File: src/rtl/elevator_pkg.sv
// Shared elevator definitions used by the weight monitor and the door controller.
// Holds the load-monitor state encoding and the default load limits.
package elevator_pkg;

  typedef logic [1:0] wm_state_t;

  localparam wm_state_t ST_NORMAL = 2'd0;
  localparam wm_state_t ST_WARN   = 2'd1;
  localparam wm_state_t ST_OVER   = 2'd2;

  localparam int unsigned DEFAULT_COUNT_W = 8;
  localparam int unsigned DEFAULT_LIMIT   = 10;
  localparam int unsigned DEFAULT_HYST    = 2;

endpackage

File: src/rtl/weight_monitor_if.sv
// Signal bundle between the weight sensor front-end / car controller and the
// load monitor.
//   master: drives clear, door_open, weight_inc, weight_dec; reads status
//   slave : the monitor; reads the controls, drives load_count and flags
interface weight_monitor_if
  import elevator_pkg::*;
#(
  parameter int unsigned COUNT_W = DEFAULT_COUNT_W
);
  logic               clear;
  logic               door_open;
  logic               weight_inc;
  logic               weight_dec;
  logic [COUNT_W-1:0] load_count;
  logic               weight_limit_exceeded;
  logic               near_limit;
  logic               door_hold;
  logic               underflow_err;

  modport master (
    output clear, door_open, weight_inc, weight_dec,
    input  load_count, weight_limit_exceeded, near_limit, door_hold, underflow_err
  );

  modport slave (
    input  clear, door_open, weight_inc, weight_dec,
    output load_count, weight_limit_exceeded, near_limit, door_hold, underflow_err
  );
endinterface

File: src/rtl/sync_edge.sv
// Multi-flop synchroniser followed by a registered rising-edge detector.
//   clk, weight_flip_reset : clock and async active-high reset
//   clear                  : synchronous clear, same effect as reset
//   din                    : asynchronous input level
//   pulse                  : one-cycle pulse per rising edge of din
module sync_edge #(
  parameter int unsigned STAGES = 2
) (
  input  logic clk,
  input  logic weight_flip_reset,
  input  logic clear,
  input  logic din,
  output logic pulse
);
  logic [STAGES-1:0] sync_q;
  logic [STAGES-1:0] fill_q;
  logic              hist_q;
  logic              armed_q;

  // fill_q/armed_q keep the detector quiet until the history flop holds a
  // real post-reset sample, so an input held high across reset is not
  // mistaken for a new edge.
  always_ff @(posedge clk or posedge weight_flip_reset) begin
    if (weight_flip_reset) begin
      sync_q  <= '0;
      fill_q  <= '0;
      hist_q  <= 1'b0;
      armed_q <= 1'b0;
      pulse   <= 1'b0;
    end else if (clear) begin
      sync_q  <= '0;
      fill_q  <= '0;
      hist_q  <= 1'b0;
      armed_q <= 1'b0;
      pulse   <= 1'b0;
    end else begin
      sync_q  <= {sync_q[STAGES-2:0], din};
      fill_q  <= {fill_q[STAGES-2:0], 1'b1};
      hist_q  <= sync_q[STAGES-1];
      armed_q <= fill_q[STAGES-1];
      pulse   <= sync_q[STAGES-1] & ~hist_q & armed_q;
    end
  end
endmodule

File: src/rtl/weight_monitor.sv
// Elevator car load monitor: saturating up/down load count while the door is
// open, overload flag with hysteresis, near-limit warning, door-hold request.
//   clk, weight_flip_reset : clock and async active-high reset
//   bus (slave)            : clear/door_open/weight_inc/weight_dec in,
//                            load_count and status flags out (all registered)
//
// state     | meaning
// ----------+-----------------------------------------------------------
// ST_NORMAL | load below warning threshold
// ST_WARN   | load at or above LIMIT-WARN_MARGIN, not overloaded
// ST_OVER   | overloaded; held until load <= LIMIT-HYST
module weight_monitor
  import elevator_pkg::*;
#(
  parameter int unsigned COUNT_W     = DEFAULT_COUNT_W,
  parameter int unsigned LIMIT       = DEFAULT_LIMIT,
  parameter int unsigned HYST        = DEFAULT_HYST,
  parameter int unsigned WARN_MARGIN = 1,
  parameter int unsigned SYNC_STAGES = 2
) (
  input  logic            clk,
  input  logic            weight_flip_reset,
  weight_monitor_if.slave bus
);
  if (LIMIT + 1 > (2 ** COUNT_W) - 1) begin : g_chk_width
    $error("weight_monitor: LIMIT+1 does not fit in COUNT_W bits");
  end
  if (HYST == 0 || HYST > LIMIT) begin : g_chk_hyst
    $error("weight_monitor: HYST must be in 1..LIMIT");
  end
  if (WARN_MARGIN >= LIMIT) begin : g_chk_warn
    $error("weight_monitor: WARN_MARGIN must be below LIMIT");
  end
  if (SYNC_STAGES < 2) begin : g_chk_sync
    $error("weight_monitor: SYNC_STAGES must be at least 2");
  end

  localparam logic [COUNT_W-1:0] CNT_MAX = COUNT_W'(LIMIT + 1);
  localparam logic [COUNT_W-1:0] LIM     = COUNT_W'(LIMIT);
  localparam logic [COUNT_W-1:0] WARN_TH = COUNT_W'(LIMIT - WARN_MARGIN);
  localparam logic [COUNT_W-1:0] CLR_TH  = COUNT_W'(LIMIT - HYST);

  logic [SYNC_STAGES-1:0] door_sync_q;
  logic                   door_s;
  logic                   inc_p;
  logic                   dec_p;

  logic [COUNT_W-1:0] count_q, count_nx;
  wm_state_t          state_q, state_nx;
  logic               uflow_q, uflow_nx;
  logic               over_q;
  logic               near_q;

  sync_edge #(.STAGES(SYNC_STAGES)) u_sync_inc (
    .clk               (clk),
    .weight_flip_reset (weight_flip_reset),
    .clear             (bus.clear),
    .din               (bus.weight_inc),
    .pulse             (inc_p)
  );

  sync_edge #(.STAGES(SYNC_STAGES)) u_sync_dec (
    .clk               (clk),
    .weight_flip_reset (weight_flip_reset),
    .clear             (bus.clear),
    .din               (bus.weight_dec),
    .pulse             (dec_p)
  );

  always_ff @(posedge clk or posedge weight_flip_reset) begin
    if (weight_flip_reset) begin
      door_sync_q <= '0;
    end else if (bus.clear) begin
      door_sync_q <= '0;
    end else begin
      door_sync_q <= {door_sync_q[SYNC_STAGES-2:0], bus.door_open};
    end
  end

  assign door_s = door_sync_q[SYNC_STAGES-1];

  always_comb begin
    count_nx = count_q;
    uflow_nx = uflow_q;
    if (door_s && inc_p && !dec_p) begin
      if (count_q != CNT_MAX) count_nx = count_q + COUNT_W'(1);
    end else if (door_s && dec_p && !inc_p) begin
      if (count_q == '0) uflow_nx = 1'b1;
      else               count_nx = count_q - COUNT_W'(1);
    end

    state_nx = state_q;
    case (state_q)
      ST_OVER: begin
        if (count_nx <= CLR_TH) state_nx = (count_nx >= WARN_TH) ? ST_WARN : ST_NORMAL;
      end
      default: begin
        if (count_nx > LIM)           state_nx = ST_OVER;
        else if (count_nx >= WARN_TH) state_nx = ST_WARN;
        else                          state_nx = ST_NORMAL;
      end
    endcase
  end

  always_ff @(posedge clk or posedge weight_flip_reset) begin
    if (weight_flip_reset) begin
      count_q <= '0;
      state_q <= ST_NORMAL;
      uflow_q <= 1'b0;
      over_q  <= 1'b0;
      near_q  <= 1'b0;
    end else if (bus.clear) begin
      count_q <= '0;
      state_q <= ST_NORMAL;
      uflow_q <= 1'b0;
      over_q  <= 1'b0;
      near_q  <= 1'b0;
    end else begin
      count_q <= count_nx;
      state_q <= state_nx;
      uflow_q <= uflow_nx;
      over_q  <= (state_nx == ST_OVER);
      near_q  <= (state_nx == ST_WARN);
    end
  end

  assign bus.load_count            = count_q;
  assign bus.weight_limit_exceeded = over_q;
  assign bus.door_hold             = over_q;
  assign bus.near_limit            = near_q;
  assign bus.underflow_err         = uflow_q;
endmodule
File: src/flat_wrapper.sv
// flat-port wrapper written by rule: the top's interface ports become plain ports
module weight_monitor_flat import elevator_pkg::*;
#(
  parameter int unsigned COUNT_W     = DEFAULT_COUNT_W,
  parameter int unsigned LIMIT       = DEFAULT_LIMIT,
  parameter int unsigned HYST        = DEFAULT_HYST,
  parameter int unsigned WARN_MARGIN = 1,
  parameter int unsigned SYNC_STAGES = 2
)
  (clk, weight_flip_reset, bus_clear, bus_door_open, bus_weight_inc, bus_weight_dec, bus_load_count, bus_weight_limit_exceeded, bus_near_limit, bus_door_hold, bus_underflow_err);
  weight_monitor_if #(.COUNT_W(COUNT_W)) bus_i ();
  input  logic clk;
  input  logic weight_flip_reset;
  input wire logic [$bits(bus_i.clear)-1:0] bus_clear;
  input wire logic [$bits(bus_i.door_open)-1:0] bus_door_open;
  input wire logic [$bits(bus_i.weight_inc)-1:0] bus_weight_inc;
  input wire logic [$bits(bus_i.weight_dec)-1:0] bus_weight_dec;
  output wire logic [$bits(bus_i.load_count)-1:0] bus_load_count;
  output wire logic [$bits(bus_i.weight_limit_exceeded)-1:0] bus_weight_limit_exceeded;
  output wire logic [$bits(bus_i.near_limit)-1:0] bus_near_limit;
  output wire logic [$bits(bus_i.door_hold)-1:0] bus_door_hold;
  output wire logic [$bits(bus_i.underflow_err)-1:0] bus_underflow_err;
  assign bus_i.clear = bus_clear;
  assign bus_i.door_open = bus_door_open;
  assign bus_i.weight_inc = bus_weight_inc;
  assign bus_i.weight_dec = bus_weight_dec;
  assign bus_load_count = bus_i.load_count;
  assign bus_weight_limit_exceeded = bus_i.weight_limit_exceeded;
  assign bus_near_limit = bus_i.near_limit;
  assign bus_door_hold = bus_i.door_hold;
  assign bus_underflow_err = bus_i.underflow_err;
  weight_monitor #(.COUNT_W(COUNT_W), .LIMIT(LIMIT), .HYST(HYST), .WARN_MARGIN(WARN_MARGIN), .SYNC_STAGES(SYNC_STAGES)) u_core (.clk(clk), .weight_flip_reset(weight_flip_reset), .bus(bus_i));
endmodule
File: config.mk
export PLATFORM = sky130hd
export DESIGN_NAME = weight_monitor_flat
export DESIGN_NICKNAME = d
export VERILOG_FILES = /design/src/rtl/elevator_pkg.sv /design/src/rtl/weight_monitor_if.sv /design/src/rtl/sync_edge.sv /design/src/rtl/weight_monitor.sv /design/src/flat_wrapper.sv
export SDC_FILE = /design/constraint.sdc
export NUM_CORES = 1
export LEC_CHECK = 0
export BUFFER_PORTS_ARGS = -buffer_cell sky130_fd_sc_hd__buf_4
export CAP_MARGIN = 15
export CORE_AREA = 2 2 76 78
export CTS_CLUSTER_SIZE = 25
export DETAILED_ROUTE_END_ITERATION = 10
export DIE_AREA = 0 0 78 80
export GPL_ROUTABILITY_DRIVEN = 0
export PLACE_DENSITY = 0.56
export SETUP_SLACK_MARGIN = 0.02
export SLEW_MARGIN = 20
export SYNTH_ARGS = -nofsm -noshare
export SYNTH_HDL_FRONTEND = slang
export SYNTH_HIERARCHICAL = 1
export SYNTH_SLANG_ARGS = --single-unit
File: constraint.sdc
create_clock -name clk -period 4 [get_ports clk]
set_input_delay 0 -clock clk [delete_from_list [all_inputs] [get_ports clk]]
set_output_delay 0 -clock clk [all_outputs]
set_load 0.01 [all_outputs]
==> results.txt <==
First-pass GRT wire length - 5.73 mm
RSZ-0062 raised after global routing - no
# rows - 27
CP startpoint kind - register
Status - completed
Total CTS buffers - 5
Fraction of power spent switching nets - 20.1%
Clk_skew - 0.00822 ns
Most frequent cells in the layout - dfrtp_1, buf_4, nor2_1, and2b_2, inv_1
Multi-input gate area - 759 um^2
Cells after Synth - 142
Final ANT Viol Nets - 0
Fillers - 577
Critical Path AT - 2.94 ns
CTS Root Cell - clkbuf_8
Flop pwr share - 51.7%
Synthesized flop and latch total - 29
CP Capture Type - register
Detailed Route Iter0 Violations - 56
Share of total power in the clock network - 44.0%
Max frequency - 359 MHz
Max cap viols - 0
Wirelength per Cell - 13.4 um
Clk buf depth - 2
Worst Tran Pin Value - 0.607 ns
Number of hold violations in the final report - 0
Pleak - 0.882 nW
Syn nets - 151
Post-synthesis cell area - 1570 um^2
Synth area leader - dfrtp_1
Register area - 726 um^2
Area growth syn-to-layout - 19.7%
Vias in the first global route - 1195
GR Util All Layers - 11.8%
Worst slew margin - 59.5%
Final min period - 2.79 ns
Initial antenna violation count - 0
Via-to-Cell Ratio - 4.87
First drt pass iteration count - 4
Max H-tree Level - 2
Die W - 78 um
Core area - 5410 um^2
Synth area leaders - dfrtp_1, and2b_2, nor2_1, ha_1, nor3_1
Setup tns final - 0 ns
Dpl hpwl - 2.27 mm
TritonCTS clock tree - done
Die Ht - 80 um
Clock slew at reported path FFs - 0.06 ns
Die footprint - 6240 um^2
Clk_lat worst skew - 0.27 ns
Ys async rst share - 100%
Unique masters post-synth - 51
Global route overflow - 0
Final period utilization - 69.6%
Min-delay worst type - input pin to register
Final nets - 174
Critical path type - register to register
Ant. Diodes - 0
Leading cell type in the layout, fill and taps excluded - dfrtp_1
Register area share after synthesis - 46.4%
Final setup fails - 0
Primary FF master, synth - dfrtp_1
Initial Util - 29.0%
Setup bufs post-CTS - 0
Max rail drop VDD - 0.000202 V
Layout cells sized above 1 - 31.3%
DR vias - 1159
Drt total wl - 3.19 mm
Sink Count - 29
Cell-internal power - 467 uW
Final Slew Violations - 0
Critical Path Fanout Max - 7
Largest net degree at the start of global routing - 29
DRC - 0
CP required - 4.15 ns
Reg2Reg Setup Slack - 1.21 ns
Post-synth top area share - 46.4%
Ports - 18
Post-Syn Area per Cell - 11.0 um^2
Post-synth EDFFs - 0
Combinational group share of total power - 4.3%
Buffers added on ports - 17
Utilization after layout - 34.7%
Pwr/cell area - 312 nW/um^2
Synth warnings - 6
Switching Power - 118 uW
## layout make-up
cell class / instances / area share [%]
clock buffers: 7 / 5.14
inverters: 8 / 1.60
well taps: 72 / 4.81
multi-input cells: 100 / 40.5
flip-flops and latches: 29 / 38.7
clock inverters: 1 / 0.267
repair buffers: 21 / 8.95
## layer usage
layer	GRT usage (%)	vias up	share of wire [%]
met5	0	-	0
met4	3.68	0	0.88
met3	3.62	4	3.4
met2	18.9	20	45
met1	15.3	562	51
li1	-	573	-
## flip-flops by register name, indices dropped and copies added (netlist names), 2 cells and up
signal / flops
u_core/bus.load_count: 8
u_core/door_sync_q: 2
u_core/state_q: 2
u_core/u_sync_dec/fill_q: 2
u_core/u_sync_dec/sync_q: 2
u_core/u_sync_inc/fill_q: 2
u_core/u_sync_inc/sync_q: 2
## worst max-delay path, cell delays in order (launching register included)
cell	delay, ns
dfrtp_1	0.44
inv_1	0.18
ha_1	0.16
or3b_2	0.49
o31ai_2	0.39
nor4_1	0.11
o31ai_2	0.34
o2111ai_2	0.23
o31a_1	0.34
## worst paths after layout
path	startpoint	to	cells after the start
min in group asynchronous	weight_flip_reset	u_core/u_sync_dec/fill_q[1]	3
worst max register to register	u_core/bus.load_count[0]	u_core/state_q[1]	8
worst min-delay path	bus_clear	u_core/u_sync_inc/fill_q[0]	2
worst max-delay path	u_core/bus.load_count[0]	u_core/state_q[1]	8
worst min register to register	u_core/door_sync_q[0]	u_core/door_sync_q[1]	1
max in group asynchronous	weight_flip_reset	u_core/door_sync_q[0]	3
## power by group through the flow
stage	clock network (mW)	logic, mW	registers (mW)
global route	0.288	0.0288	0.302
finish	0.257	0.0253	0.302
detailed placement	0	0.0231	0.307
CTS	0.268	0.0262	0.302
floorplan	0	0.0139	0.306
global placement	0	0.0226	0.307
## kinds of logic (layout without fill, tap and decap cells)
kind of cell,after synthesis,in the layout,share of synthesized area (%)
flip-flops,29,29,46.4
multiplexers,1,1,0.640
AO/OA/AOI/OAI,27,27,16.8
XOR/XNOR,1,1,0.560
AND/OR/NAND/NOR,68,68,28.1
adder cells (fa/ha/maj),3,3,2.40
buffers and inverters,13,37,5.12
## repair_timing
item | in CTS | in global routing
hold buffers | 4 | 0
hold endpoints to repair | 32 | 0
resized for setup | 0 | 0
## synthesized netlist by cell type, types with 2 or more instances
library cell	instances
nor4_1	3
dfrtp_1	29
and4bb_2	2
or4_1	2
a21oi_1	3
ha_1	3
nor2_1	15
o221ai_1	3
nor2b_1	3
or3_1	3
and3_2	2
nor3_1	7
clkbuf_8	2
nand2_1	4
nor4b_1	2
and2b_2	10
o31a_1	2
nand4b_1	2
nor3_2	2
inv_1	8
o31ai_2	2
and3_1	2
nand3b_1	3
## through the flow
step                      hold WS, ns  area [um^2]  worst slack [ns]  instances  power, mW
after global routing           0.0476         1870             0.994        238      0.619
after global placement        -0.0342         1730              1.24        226      0.330
final                          0.0356         1870              1.21        238      0.584
after detailed placement      -0.0388         1730              1.24        226      0.330
after floorplan                -0.197         1570              1.46        142      0.320
after CTS                      0.0351         1870              1.23        238      0.596
Power figures use the tool's default switching activity.
